**config.mk**
```make
export PLATFORM = sky130hd
export DESIGN_NAME = module_disp_sched
export DESIGN_NICKNAME = d
export VERILOG_FILES = /design/src/rtl/module_disp_sched.sv
export SDC_FILE = /design/constraint.sdc
export NUM_CORES = 1
export LEC_CHECK = 0
export BUFFER_PORTS_ARGS = -buffer_cell sky130_fd_sc_hd__buf_2
export CAP_MARGIN = 20
export CORE_ASPECT_RATIO = 2
export CORE_MARGIN = 4
export CORE_UTILIZATION = 54
export DETAILED_ROUTE_END_ITERATION = 12
export GPL_TIMING_DRIVEN = 0
export PLACE_DENSITY_LB_ADDON = 0.2
export SYNTH_ARGS = -nofsm -noshare
export SYNTH_HDL_FRONTEND = slang
export SYNTH_SLANG_ARGS = --single-unit
```
**constraint.sdc**
```tcl
create_clock -name clk -period 2.2 [get_ports clk]
set_input_delay 0.33 -clock clk [delete_from_list [all_inputs] [get_ports clk]]
set_output_delay 0.33 -clock clk [all_outputs]
set_load 0.05 [all_outputs]
```
**src/rtl/module_disp_sched.sv**
```systemverilog
// module_disp_sched: 4-digit 7-seg scan scheduler, operand entry vs latched BCD result (in: clk rst op_u op_d res res_valid new_entry; out: an seg mode)
module module_disp_sched #(
  parameter int REFRESH_CYCLES = 27000
) (
  input  logic        clk,
  input  logic        rst,
  input  logic [3:0]  op_u,
  input  logic [3:0]  op_d,
  input  logic [15:0] res,
  input  logic        res_valid,
  input  logic        new_entry,
  output logic [3:0]  an,
  output logic [6:0]  seg,
  output logic        mode
);
  localparam int CW = $clog2(REFRESH_CYCLES);
  typedef enum logic {ENTRY = 1'b0, RESULT = 1'b1} state_t;
  state_t st, nxt;
  logic [CW-1:0] cnt;
  logic [1:0] idx;
  logic [15:0] res_q;
  logic [3:0] dig;
  logic blank, tick;
  logic [6:0] dec, seg_n;
  assign tick = cnt == CW'(REFRESH_CYCLES - 1);
  assign mode = st;
  always_ff @(posedge clk) begin
    if (rst) begin
      st <= ENTRY;
      cnt <= '0;
      idx <= '0;
      res_q <= '0;
      an <= 4'hf;
      seg <= 7'h7f;
    end else begin
      st <= nxt;
      cnt <= tick ? '0 : cnt + 1'b1;
      idx <= idx + {1'b0, tick};
      if (res_valid) res_q <= res;
      an <= ~(4'b0001 << idx);
      seg <= seg_n;
    end
  end
  always_comb begin
    nxt = res_valid ? RESULT : new_entry ? ENTRY : st;
    dig = (st == ENTRY) ? (idx[0] ? op_d : op_u) : res_q[{idx, 2'b00} +: 4];
    blank = (st == ENTRY) ? idx[1] :
            (idx == 2'd3) ? (res_q[15:12] == 4'd0) :
            (idx == 2'd2) ? (res_q[15:8] == 8'd0) :
            (idx == 2'd1) ? (res_q[15:4] == 12'd0) : 1'b0;
    case (dig)
      4'd0: dec = 7'b1000000;
      4'd1: dec = 7'b1111001;
      4'd2: dec = 7'b0100100;
      4'd3: dec = 7'b0110000;
      4'd4: dec = 7'b0011001;
      4'd5: dec = 7'b0010010;
      4'd6: dec = 7'b0000010;
      4'd7: dec = 7'b1111000;
      4'd8: dec = 7'b0000000;
      4'd9: dec = 7'b0010000;
      default: dec = 7'b0111111;
    endcase
    seg_n = blank ? 7'h7f : dec;
  end
endmodule
```
==> results of run 1 <==
==> flip-flops by register name (all words and copies together) (netlist names) <==
register  flops
an            4
seg           7
res_q        16
mode          1
cnt          15
idx           2
==> worst max-delay path, delay by kind of cell (launching register included) <==
kind            cells  cell delay (ns)
flops               1             0.39
fa+ha+maj           1             0.24
compound gates      3             0.43
simple gates        1             0.15
mux                 1             0.34
buf+inv             3             0.42
==> metal layers <==
| metal | global-route usage, % | vias up | share of wire (%) |
|---|---|---|---|
| li1 | - | 854 | - |
| met1 | 17.9 | 753 | 36 |
| met2 | 37.5 | 33 | 57 |
| met3 | 3.57 | 14 | 3.2 |
| met4 | 12.2 | 0 | 3.7 |
| met5 | 0 | - | 0 |
==> cells by family after synthesis <==
family / count (synthesis) / synth area share, %
and+or+nand+nor: 90 / 22.1
DFF: 45 / 42.8
muxes: 24 / 11.9
AOI/OAI and AO/OA: 23 / 8.20
buffers and inverters: 20 / 4.93
xor gates and xnor gates: 14 / 5.83
adders and majority gates: 7 / 4.16
==> worst min path at each step <==
stage             from         to  cells past startpoint
2_1_floorplan   cnt[0]     cnt[0]                      1
3_5_place_dp    cnt[0]     cnt[0]                      1
5_1_grt         res[5]   res_q[5]                      3
3_3_place_gp    cnt[0]     cnt[0]                      1
6_report       res[11]  res_q[11]                      3
4_1_cts        res[11]  res_q[11]                      3
==> layout make-up <==
type / instances / area, um2
repair buffers: 37 / 185
plain buffers: 12 / 73.8
clock inverters: 1 / 30.0
well taps: 49 / 61.3
multi-input cells: 158 / 1110
inverters: 8 / 30.0
flip-flops and latches: 45 / 905
fillers: 327 / 1200
clock buffers: 7 / 86.3
==> metrics by stage <==
| stage | instances | cell area [um2] | setup TNS [ns] | worst slack, ns |
|---|---|---|---|---|
| floorplan | 223 | 2100 | 0 | 0.153 |
| global placement | 309 | 2350 | -0.0501 | -0.0501 |
| detailed placement | 309 | 2350 | -0.0643 | -0.0643 |
| CTS | 317 | 2470 | 0 | 0.0469 |
| global route | 317 | 2480 | 0 | 0.0377 |
| finish | 317 | 2480 | 0 | 0.147 |
==> cells in the final DEF, fill, tap and decap left out, types with 5 or more instances in the layout <==
master,netlist,final
dfxtp_1,45,44
nand3_1,7,7
inv_1,8,7
nor3_1,8,8
nand2_1,7,7
ha_1,7,7
a211oi_1,5,5
clkbuf_8,0,6
nor2_1,38,38
xnor2_1,10,10
buf_2,2,39
clkbuf_1,5,6
mux2i_1,18,18
==> power breakdown <==
group / internal (mW) / switching (mW)
sequential: 0.851 / 0.0191
clock: 0.370 / 0.267
combinational: 0.104 / 0.166
total: 1.33 / 0.451
==> what timing repair did <==
action | 4_1_cts | 5_1_grt
buffers inserted | 0 | 0
hold endpoints to repair | 0 | 0
hold buffers | 0 | 0
endpoints found under the setup margin | 1 | 4
resized for setup | 2 | 3
==> metrics.log, run 1 <==
INFO  metric rsz_0062_raised_after_global_routing = false
INFO  metric fin_worst_skew = ~0.0067 ns
INFO  metric cts_tree = done
INFO  metric gp_congestion = between 0.8 and 0.9
INFO  metric insertedDiodeCount = 0
INFO  metric floorplan.rows = 31
INFO  metric finalNetCount = slightly above 300
INFO  metric tightest_slew = roughly 0.53 ns
INFO  metric crit_start = idx[0]
INFO  metric cts_inserted_buffers = 5
INFO  metric drt-vias-per-instance = ~5.2
INFO  metric first_global_vias = between 1500 and 2000
INFO  metric wire_length_of_the_first_global_routing_pass = roughly 7000 um
INFO  metric slowest_delay = about 0.4 ns
INFO  metric timing.rr.start = idx[0]
INFO  metric p_leak = 1.05 nW
INFO  metric starting_density_of_the_core = a little under three fifths
INFO  metric fin_util = between 60% and 70%
INFO  metric r2r-end = seg[3]
INFO  metric detail_route.wl_per_cell = 13.6 um
INFO  metric worst_hold_path_type = primary input to flip-flop
INFO  metric vias = roughly 1700
INFO  metric maxSlewHeadroom = between 60% and 70%
INFO  metric setup_viol = 0
INFO  metric reg2reg_slack = about 0.15 ns
INFO  metric insertion_delay = 0.30 ns
INFO  metric setup.worst_path.end = seg[3]
INFO  metric buffer_ports.inserted = 37
INFO  metric critPathArrivalTime = 2.27 ns
INFO  metric first_iter_violations = 15
INFO  metric ctsRootBufferMaster = clkbuf_8
INFO  metric clock_path_buffers = 2
INFO  metric grt_util_all_layers = approximately a fifth
INFO  metric synth-edff-count = 0
INFO  metric flow.area_growth_from_synthesis = 18.0%
INFO  metric synth-seq-area-share = between 40% and 50%
INFO  metric chip_width = around 52 um
INFO  metric synth.top_cells.by_area = dfxtp_1 43%, mux2i_1 8.6%, nor2_1 6.8%
INFO  metric post-route-min-period = slightly above 2 ns
INFO  metric post-dp-hpwl = between 3000 and 4000 um
INFO  metric max-vdd-ir-drop = 0.000640 V
INFO  metric layout_worst_path_cycle_share = around 93%
INFO  metric synthCells = 223
INFO  metric htree_levels = 2
INFO  metric worst-setup-path-type = flip-flop to flip-flop
INFO  metric largest_net_degree_at_the_start_of_global_routing = 14
INFO  metric worst_setup_hold_path_clk_slew = 0.08 ns
INFO  metric power_density = 716 nW/um2
INFO  metric required_time_at_the_worst_slack_endpoint = between 2 and 2.5 ns
INFO  metric num_io_pins = 40
INFO  metric final_layout_size_suffix_gt1_share = a little over a quarter
INFO  metric yosys_register_bits = 45
INFO  metric postSynth.topFlopCell = dfxtp_1
INFO  metric floorplan.die.height = 96.3 um
INFO  metric synth_top_area_cell = dfxtp_1
INFO  metric detail-route-antenna-nets = 0
INFO  metric hold_ws = 0.261 ns
INFO  metric grt_antenna_before_repair = 0
INFO  metric timing.critical_path.from_type = flip-flop
INFO  metric syn_area_per_cell = roughly 9.4 um2
INFO  metric total_power = about 1.8 mW
INFO  metric grt-ovfl-total = 0
INFO  metric synth_common_cells = 45 x dfxtp_1, 38 x nor2_1, 18 x mux2i_1
INFO  metric cap_viol_max_count = 0
INFO  metric sort_of_element_at_the_end_of_the_critical_path = flip-flop
INFO  metric firstDrtPassIters = 4
INFO  metric asyncSetResetFlopFracSynth = 0%
INFO  metric finalWirelength = around 4300 um
INFO  metric cp_cell_sequence = buf_6 > buf_6 > mux2_1 > o22ai_2 > a31oi_2 > inv_2 > ha_1 > and3_4 > o31ai_2
INFO  metric status = finished clean
INFO  metric core_area = about 3700 um2
INFO  metric synth_largest_type_area_fraction = between 40% and 50%
INFO  metric hold_violations = 0
INFO  metric die_outline_area = ~5000 um2
INFO  metric cts_sinks = between 40 and 50
INFO  metric cpMostUsedCell = buf_6
INFO  metric critical_path_peak_fanout = 10
INFO  metric synth.cell_area = about 2100 um2
INFO  metric path_depth_of_the_worst_reg2reg_path = 9
INFO  metric timing.critical_path.slowest_stage_cell = dfxtp_4
INFO  metric fmax = just under 500 MHz
INFO  metric synth_warnings = 0
INFO  metric drc = 0
INFO  metric postSynthNetCount = roughly 260
INFO  metric synth_cell_types = 49
INFO  metric post-synth-top-count-cell = dfxtp_1
INFO  metric final-max-slew-violation-count = 0
(Power assumes the default switching activity.)
==> inputs of run 2 (changes only) <==
--- a/config.mk
+++ b/config.mk
@@ -8,10 +8,10 @@
 export BUFFER_PORTS_ARGS = -buffer_cell sky130_fd_sc_hd__buf_2
 export CAP_MARGIN = 20
 export CORE_ASPECT_RATIO = 2
-export CORE_MARGIN = 4
 export CORE_UTILIZATION = 54
 export DETAILED_ROUTE_END_ITERATION = 12
 export GPL_TIMING_DRIVEN = 0
+export MAX_ROUTING_LAYER = met4
 export PLACE_DENSITY_LB_ADDON = 0.2
 export SYNTH_ARGS = -nofsm -noshare
 export SYNTH_HDL_FRONTEND = slang
==> metrics.log, run 2 (synthesis gave the netlist of run 1 again) <==
INFO  metric maxSlewHeadroom = 65.2% (was 64.7%)
INFO  metric htree_levels = 2 (unchanged)
INFO  metric post_cts_hold_buffer_count = 0 (unchanged)
INFO  metric fin_util = 67.5% (was 67.4%)
INFO  metric largest_register_ff_count = 16 (unchanged)
INFO  metric cts_tree = done (unchanged)
INFO  metric timing.critical_path.from_type = flip-flop (unchanged)
INFO  metric gp_congestion = 0.895 (was 0.804)
INFO  metric flow.area_growth_from_synthesis = 18.2% (was 18.0%)
INFO  metric cap_viol_max_count = 0 (unchanged)
INFO  metric first_global_vias = 1687 (was 1746)
INFO  metric status = finished clean (unchanged)
INFO  metric totalNegativeSetupSlack = 0 ns (unchanged)
INFO  metric power_density = 725 nW/um2 (was 716 nW/um2)
INFO  metric final_layout_size_suffix_gt1_share = 26.5% (unchanged)
INFO  metric worst_setup_hold_path_clk_slew = 0.09 ns (was 0.08 ns)
INFO  metric postCtsSetupBuffers = 0 (unchanged)
INFO  metric setup_viol = 0 (unchanged)
INFO  metric drc = 0 (unchanged)
INFO  metric detail-route-antenna-nets = 0 (unchanged)
INFO  metric worst_hold_path_type = primary input to flip-flop (unchanged)
INFO  metric finalWirelength = 4180 um (was 4310 um)
INFO  metric ctsRootBufferMaster = clkbuf_8 (unchanged)
INFO  metric grt_use_met1 = 21.5% (was 17.9%)
INFO  metric fin_worst_skew = 0.0135 ns (was 0.00665 ns)
INFO  metric clock_path_buffers = 2 (unchanged)
INFO  metric num_io_pins = 40 (unchanged)
INFO  metric layout.cells.most_common = dfxtp_1 (unchanged)
INFO  metric first_iter_violations = 13 (was 15)
INFO  metric share_clk_of_total_power = 36.8% (was 35.8%)
INFO  metric floorplan.die.height = 90.3 um (was 96.3 um)
INFO  metric finalNetCount = 302 (unchanged)
INFO  metric layout_worst_path_cycle_share = 95.0% (was 93.3%)
INFO  metric layout.cells.most_common_list = 44 x dfxtp_1, 39 x buf_2, 38 x nor2_1, 18 x mux2i_1, 10 x xnor2_1 (unchanged)
INFO  metric cp_cell_sequence = buf_6 > buf_6 > mux2_1 > o22ai_2 > a31oi_2 > inv_1 > ha_1 > and3_4 > o31ai_2 (was buf_6 > buf_6 > mux2_1 > o22ai_2 > a31oi_2 > inv_2 > ha_1 > and3_4 > o31ai_2)
INFO  metric cpMostUsedCell = buf_6 (unchanged)
INFO  metric fmax = 478 MHz (was 487 MHz)
INFO  metric top_flop_regs = res_q: 16 flops, cnt: 15 flops, seg: 7 flops (unchanged)
INFO  metric seqPwrFrac = 48.3% (was 49.0%)
INFO  metric final-max-slew-violation-count = 0 (unchanged)
INFO  metric critPathArrivalTime = 2.33 ns (was 2.27 ns)
INFO  metric critical_path_peak_fanout = 10 (unchanged)
INFO  metric worstPathBufferInverterCount = 3 (unchanged)
INFO  metric timing.critical_path.slowest_stage_cell = dfxtp_4 (unchanged)
INFO  metric insertion_delay = 0.31 ns (was 0.30 ns)
INFO  metric tightest_slew = 0.522 ns (was 0.529 ns)
INFO  metric core_area = 3680 um2 (unchanged)
INFO  metric detail_route.wl_per_cell = 13.2 um (was 13.6 um)
INFO  metric power.share.combinational = 14.9% (was 15.2%)
INFO  metric sort_of_element_at_the_end_of_the_critical_path = flip-flop (unchanged)
INFO  metric insertedDiodeCount = 0 (unchanged)
INFO  metric floorplan.rows = 31 (unchanged)
INFO  metric chip_width = 46.1 um (was 52.1 um)
INFO  metric grt_util_met2 = 44.1% (was 37.5%)
INFO  metric post-route-min-period = 2.09 ns (was 2.05 ns)
INFO  metric pint = 1.32 mW (was 1.33 mW)
INFO  metric cts_inserted_buffers = 5 (unchanged)
INFO  metric starting_density_of_the_core = 57.1% (unchanged)
INFO  metric firstDrtPassIters = 4 (unchanged)
INFO  metric largest_register = res_q (unchanged)
INFO  metric hold_violations = 0 (unchanged)
INFO  metric rsz_0062_raised_after_global_routing = false (unchanged)
INFO  metric required_time_at_the_worst_slack_endpoint = 2.44 ns (was 2.42 ns)
INFO  metric vias = 1656 (was 1654)
INFO  metric worst-setup-path-type = flip-flop to flip-flop (unchanged)
INFO  metric die_outline_area = 4170 um2 (was 5020 um2)
INFO  metric grt-ovfl-total = 0 (unchanged)
INFO  metric post-dp-hpwl = 3170 um (was 3400 um)
INFO  metric drt-vias-per-instance = 5.22 (about the same)
INFO  metric cts_sinks = 45 (unchanged)
INFO  metric grt_use_met3 = 3.60% (was 3.57%)
INFO  metric max-vdd-ir-drop = 0.000767 V (was 0.000640 V)
INFO  metric switching_share = 26.5% (was 25.4%)
INFO  metric grt_util_all_layers = 23.8% (was 19.5%)
INFO  metric cpLargestDelayFamily = buffers and inverters (was compound AO/OA/AOI/OAI gates)
INFO  metric buffer_ports.inserted = 37 (unchanged)
INFO  metric slowest_delay = 0.39 ns (about the same)
INFO  metric largest_net_degree_at_the_start_of_global_routing = 15 (was 14)
INFO  metric wire_length_of_the_first_global_routing_pass = 7130 um (was 7200 um)
INFO  metric p_leak = 1.05 nW (about the same)
INFO  metric grt_antenna_before_repair = 0 (unchanged)
INFO  metric gr-max-usage-layer = met2 (unchanged)
INFO  metric p_switching = 478 uW (was 451 uW)
==> run 2: changes by cell type in the layout (fill, tap and decap cells not counted), sizes merged <==
cell      delta
clkinvlp     +1
clkbuf       -1
==> run 2: routing by layer <==
metal  up-vias  wire length, um
met5         -                0
met4         0              100
met3        13               97
met2        29             2440
met1       764             1540
li1        850                -
==> run 2: what timing repair did <==
item / 4_1_cts / 5_1_grt
resized for setup: 2 / 2
cloned: 0 / 0
setup endpoints to repair: 1 / 3
==> run 2: final cells by class <==
type	instances	area, um2
Fill cell	311	1200
Multi-Input combinational cell	158	1110
Sequential cell	45	905
Timing Repair Buffer	37	185
Clock buffer	6	82.6
Buffer	12	73.8
Tap cell	49	61.3
Clock inverter	2	37.5
Inverter	8	30.0
==> run 2: final timing paths <==
check,from,end,slack [ns],depth (start not counted)
max reg2reg,idx[0],seg[3],0.11,9
min reg2reg,cnt[0],cnt[0],0.48,1
min,res[9],res_q[9],0.26,3
max,idx[0],seg[3],0.11,9
==> run 2: power groups by stage <==
stage	clock network (mW)	logic (mW)	registers, mW
6_report	0.663	0.269	0.871
2_1_floorplan	0	0.141	0.946
3_3_place_gp	0	0.264	0.890
3_5_place_dp	0	0.267	0.891
4_1_cts	0.667	0.269	0.872
5_1_grt	0.704	0.295	0.876
==> run 2: through the flow <==
stage / cell area [um2] / hold WS [ns] / setup slack [ns] / total power, mW / instances
3_3_place_gp: 2350 / 0.441 / -0.0250 / 1.15 / 309
2_1_floorplan: 2100 / 0.430 / 0.153 / 1.09 / 223
4_1_cts: 2480 / 0.262 / 0.0424 / 1.81 / 317
6_report: 2490 / 0.256 / 0.109 / 1.80 / 317
5_1_grt: 2490 / 0.260 / 0.0447 / 1.88 / 317
3_5_place_dp: 2350 / 0.465 / -0.0690 / 1.16 / 309
==> run 2: tightest hold or removal path, cell delays in order <==
cell	delay (ns)
buf_2	0.07
mux2i_1	0.05
nor2_1	0.07
==> inputs of run 3 (changes only) <==
--- a/config.mk
+++ b/config.mk
@@ -5,10 +5,12 @@
 export SDC_FILE = /design/constraint.sdc
 export NUM_CORES = 1
 export LEC_CHECK = 0
+export ABC_CLOCK_PERIOD_IN_PS = 2200
 export BUFFER_PORTS_ARGS = -buffer_cell sky130_fd_sc_hd__buf_2
 export CAP_MARGIN = 20
 export CORE_ASPECT_RATIO = 2
-export CORE_UTILIZATION = 54
+export CORE_UTILIZATION = 55
+export CTS_BUF_LIST = sky130_fd_sc_hd__clkbuf_2 sky130_fd_sc_hd__clkbuf_4 sky130_fd_sc_hd__clkbuf_8
 export DETAILED_ROUTE_END_ITERATION = 12
 export GPL_TIMING_DRIVEN = 0
 export MAX_ROUTING_LAYER = met4
==> metrics.log, run 3 (synthesis gave the netlist of run 1 again) <==
INFO  metric status = finished clean (unchanged)
INFO  metric post-dp-hpwl = 3330 um (was 3170 um)
INFO  metric hold_path_end = res_q[11] (was res_q[9])
INFO  metric post-route-min-period = 2.07 ns (was 2.09 ns)
INFO  metric fmax = 484 MHz (was 478 MHz)
INFO  metric max-vdd-ir-drop = 0.000535 V (was 0.000767 V)
INFO  metric largest_register = res_q (unchanged)
INFO  metric grt_util_all_layers = 23.8% (about the same)
INFO  metric maxSlewHeadroom = 65.6% (was 65.2%)
INFO  metric cap_viol_max_count = 0 (unchanged)
INFO  metric clock_path_buffers = 2 (unchanged)
INFO  metric vias = 1680 (was 1656)
INFO  metric timing.rr.start = idx[0] (unchanged)
INFO  metric critical_path_peak_fanout = 10 (unchanged)
INFO  metric cts_sinks = 45 (unchanged)
INFO  metric ctsRootBufferMaster = clkbuf_8 (unchanged)
INFO  metric hold_violations = 0 (unchanged)
INFO  metric fin_util = 68.1% (was 67.5%)
INFO  metric crit_start = idx[0] (unchanged)
INFO  metric chip_width = 45.7 um (was 46.1 um)
INFO  metric grt-ovfl-total = 0 (unchanged)
INFO  metric floorplan.rows = 31 (unchanged)
INFO  metric floorplan.die.height = 89.5 um (was 90.3 um)
INFO  metric timing.critical_path.from_type = flip-flop (unchanged)
INFO  metric worst_setup_hold_path_clk_slew = 0.08 ns (was 0.09 ns)
INFO  metric post-place-ws = -0.0237 ns (was -0.0690 ns)
INFO  metric layout.cells.most_common_list = 44 x dfxtp_1, 39 x buf_2, 38 x nor2_1, 18 x mux2i_1, 10 x xnor2_1 (unchanged)
INFO  metric total_power = 1.79 mW (was 1.80 mW)
INFO  metric cts_tree = done (unchanged)
INFO  metric nFillCells = 335 (was 311)
INFO  metric worst_hold_path_type = primary input to flip-flop (unchanged)
INFO  metric firstDrtPassIters = 4 (unchanged)
INFO  metric power_density = 721 nW/um2 (was 725 nW/um2)
INFO  metric core_area = 3650 um2 (was 3680 um2)
INFO  metric htree_levels = 2 (unchanged)
INFO  metric grt_antenna_before_repair = 0 (unchanged)
INFO  metric detail_route.wl_per_cell = 13.5 um (was 13.2 um)
INFO  metric wire_length_of_the_first_global_routing_pass = 6890 um (was 7130 um)
INFO  metric critPathArrivalTime = 2.28 ns (was 2.33 ns)
INFO  metric drt-vias-per-instance = 5.30 (was 5.22)
INFO  metric flow.area_growth_from_synthesis = 17.9% (was 18.2%)
INFO  metric drc = 0 (unchanged)
INFO  metric starting_density_of_the_core = 57.7% (was 57.1%)
INFO  metric setup_viol = 0 (unchanged)
INFO  metric first_iter_violations = 20 (was 13)
INFO  metric final-max-slew-violation-count = 0 (unchanged)
INFO  metric fin_worst_skew = 0.00595 ns (was 0.0135 ns)
INFO  metric largest_register_ff_count = 16 (unchanged)
INFO  metric worst_hold_startpoint = res[11] (was res[9])
INFO  metric first_global_vias = 1655 (was 1687)
INFO  metric placed_cells_incl_taps = 309 (unchanged)
INFO  metric detail-route-antenna-nets = 0 (unchanged)
INFO  metric gp_congestion = 0.897 (was 0.895)
INFO  metric r2r-end = seg[3] (unchanged)
INFO  metric finalNetCount = 302 (unchanged)
INFO  metric sort_of_element_at_the_end_of_the_critical_path = flip-flop (unchanged)
INFO  metric fin_ws = 0.133 ns (was 0.109 ns)
INFO  metric die_outline_area = 4090 um2 (was 4170 um2)
INFO  metric reg2reg_slack = 0.13 ns (was 0.11 ns)
INFO  metric postCtsSetupBuffers = 0 (unchanged)
INFO  metric layout_worst_path_cycle_share = 94.0% (was 95.0%)
INFO  metric p_leak = 1.05 nW (about the same)
INFO  metric required_time_at_the_worst_slack_endpoint = 2.41 ns (was 2.44 ns)
INFO  metric finalWirelength = 4270 um (was 4180 um)
INFO  metric layout.cells.most_common = dfxtp_1 (unchanged)
INFO  metric num_io_pins = 40 (unchanged)
INFO  metric insertion_delay = 0.29 ns (was 0.31 ns)
INFO  metric post_cts_hold_buffer_count = 0 (unchanged)
INFO  metric final-instance-count-excl-fill = 317 (unchanged)
INFO  metric tightest_slew = 0.516 ns (was 0.522 ns)
INFO  metric insertedDiodeCount = 0 (unchanged)
INFO  metric rsz_0062_raised_after_global_routing = false (unchanged)
INFO  metric top_flop_regs = res_q: 16 flops, cnt: 15 flops, seg: 7 flops (unchanged)
INFO  metric path_depth_of_the_worst_reg2reg_path = 9 (unchanged)
INFO  metric worst_hold_path.num_cells = 3 (unchanged)
INFO  metric worst-setup-path-type = flip-flop to flip-flop (unchanged)
INFO  metric largest_net_degree_at_the_start_of_global_routing = 14 (was 15)
INFO  metric final_layout_size_suffix_gt1_share = 26.5% (unchanged)
INFO  metric cts_inserted_buffers = 5 (unchanged)
INFO  metric buffer_ports.inserted = 37 (unchanged)
[run 3: cell count changes in the layout (fill, tap and decap cells not counted), sizes merged]
cell and delta:
clkinvlp -1, clkbuf +1
[run 3: routing by layer]
metal	GRT usage, %	part of all wire (%)	vias to the layer above	wire length [um]
li1	-	-	852	-
met1	20.9	37	788	1590
met2	45.8	58	32	2490
met3	3.84	2.3	8	98
met4	11.0	2.0	0	85
met5	-	0	-	0
[run 3: how the worst max path moves through the flow]
stage | endpoint | slack, ns | cells after the start
after floorplan | seg[5] | 0.15 | 8
after global placement | seg[3] | -0.001 | 9
after detailed placement | seg[3] | -0.02 | 9
after CTS | seg[3] | 0.08 | 9
after global routing | seg[3] | 0.03 | 9
final | seg[3] | 0.13 | 9
[run 3: timing repair]
item,CTS,global route
endpoints found under the setup margin,1,2
resized for setup,2,2
hold endpoints to repair,0,0
gates cloned,0,0
[run 3: stage by stage]
stage	hold slack (ns)	setup TNS [ns]	instance area (um2)
after floorplan	0.430	0	2100
after global placement	0.443	-0.00150	2350
after detailed placement	0.459	-0.0237	2350
after CTS	0.265	0	2480
after global routing	0.277	0	2480
final	0.271	0	2480
[run 3: area by class of cell]
| type | count | area [um2] | area share [%] |
|---|---|---|---|
| buffer | 12 | 73.8 | 2.98 |
| clock buffer | 7 | 90.1 | 3.63 |
| clock inverter | 1 | 30.0 | 1.21 |
| inverter | 8 | 30.0 | 1.21 |
| multi-input combinational | 158 | 1110 | 44.6 |
| sequential | 45 | 905 | 36.5 |
| tap | 49 | 61.3 | 2.47 |
| timing repair buffer | 37 | 185 | 7.46 |
[run 3: power breakdown]
group	internal, mW	switching [mW]	leakage (nW)	total, mW
logic	0.103	0.167	0.620	0.270
registers	0.851	0.0200	0.370	0.871
clock network	0.383	0.265	0.0619	0.648
[run 3: worst max-delay path, stage by stage (launching register included)]
cell and delay (ns):
dfxtp_4 0.39, buf_6 0.15, buf_6 0.15, mux2_1 0.32
o22ai_1 0.16, a31oi_2 0.09, inv_2 0.10, ha_1 0.24
and3_4 0.16, o31ai_2 0.21
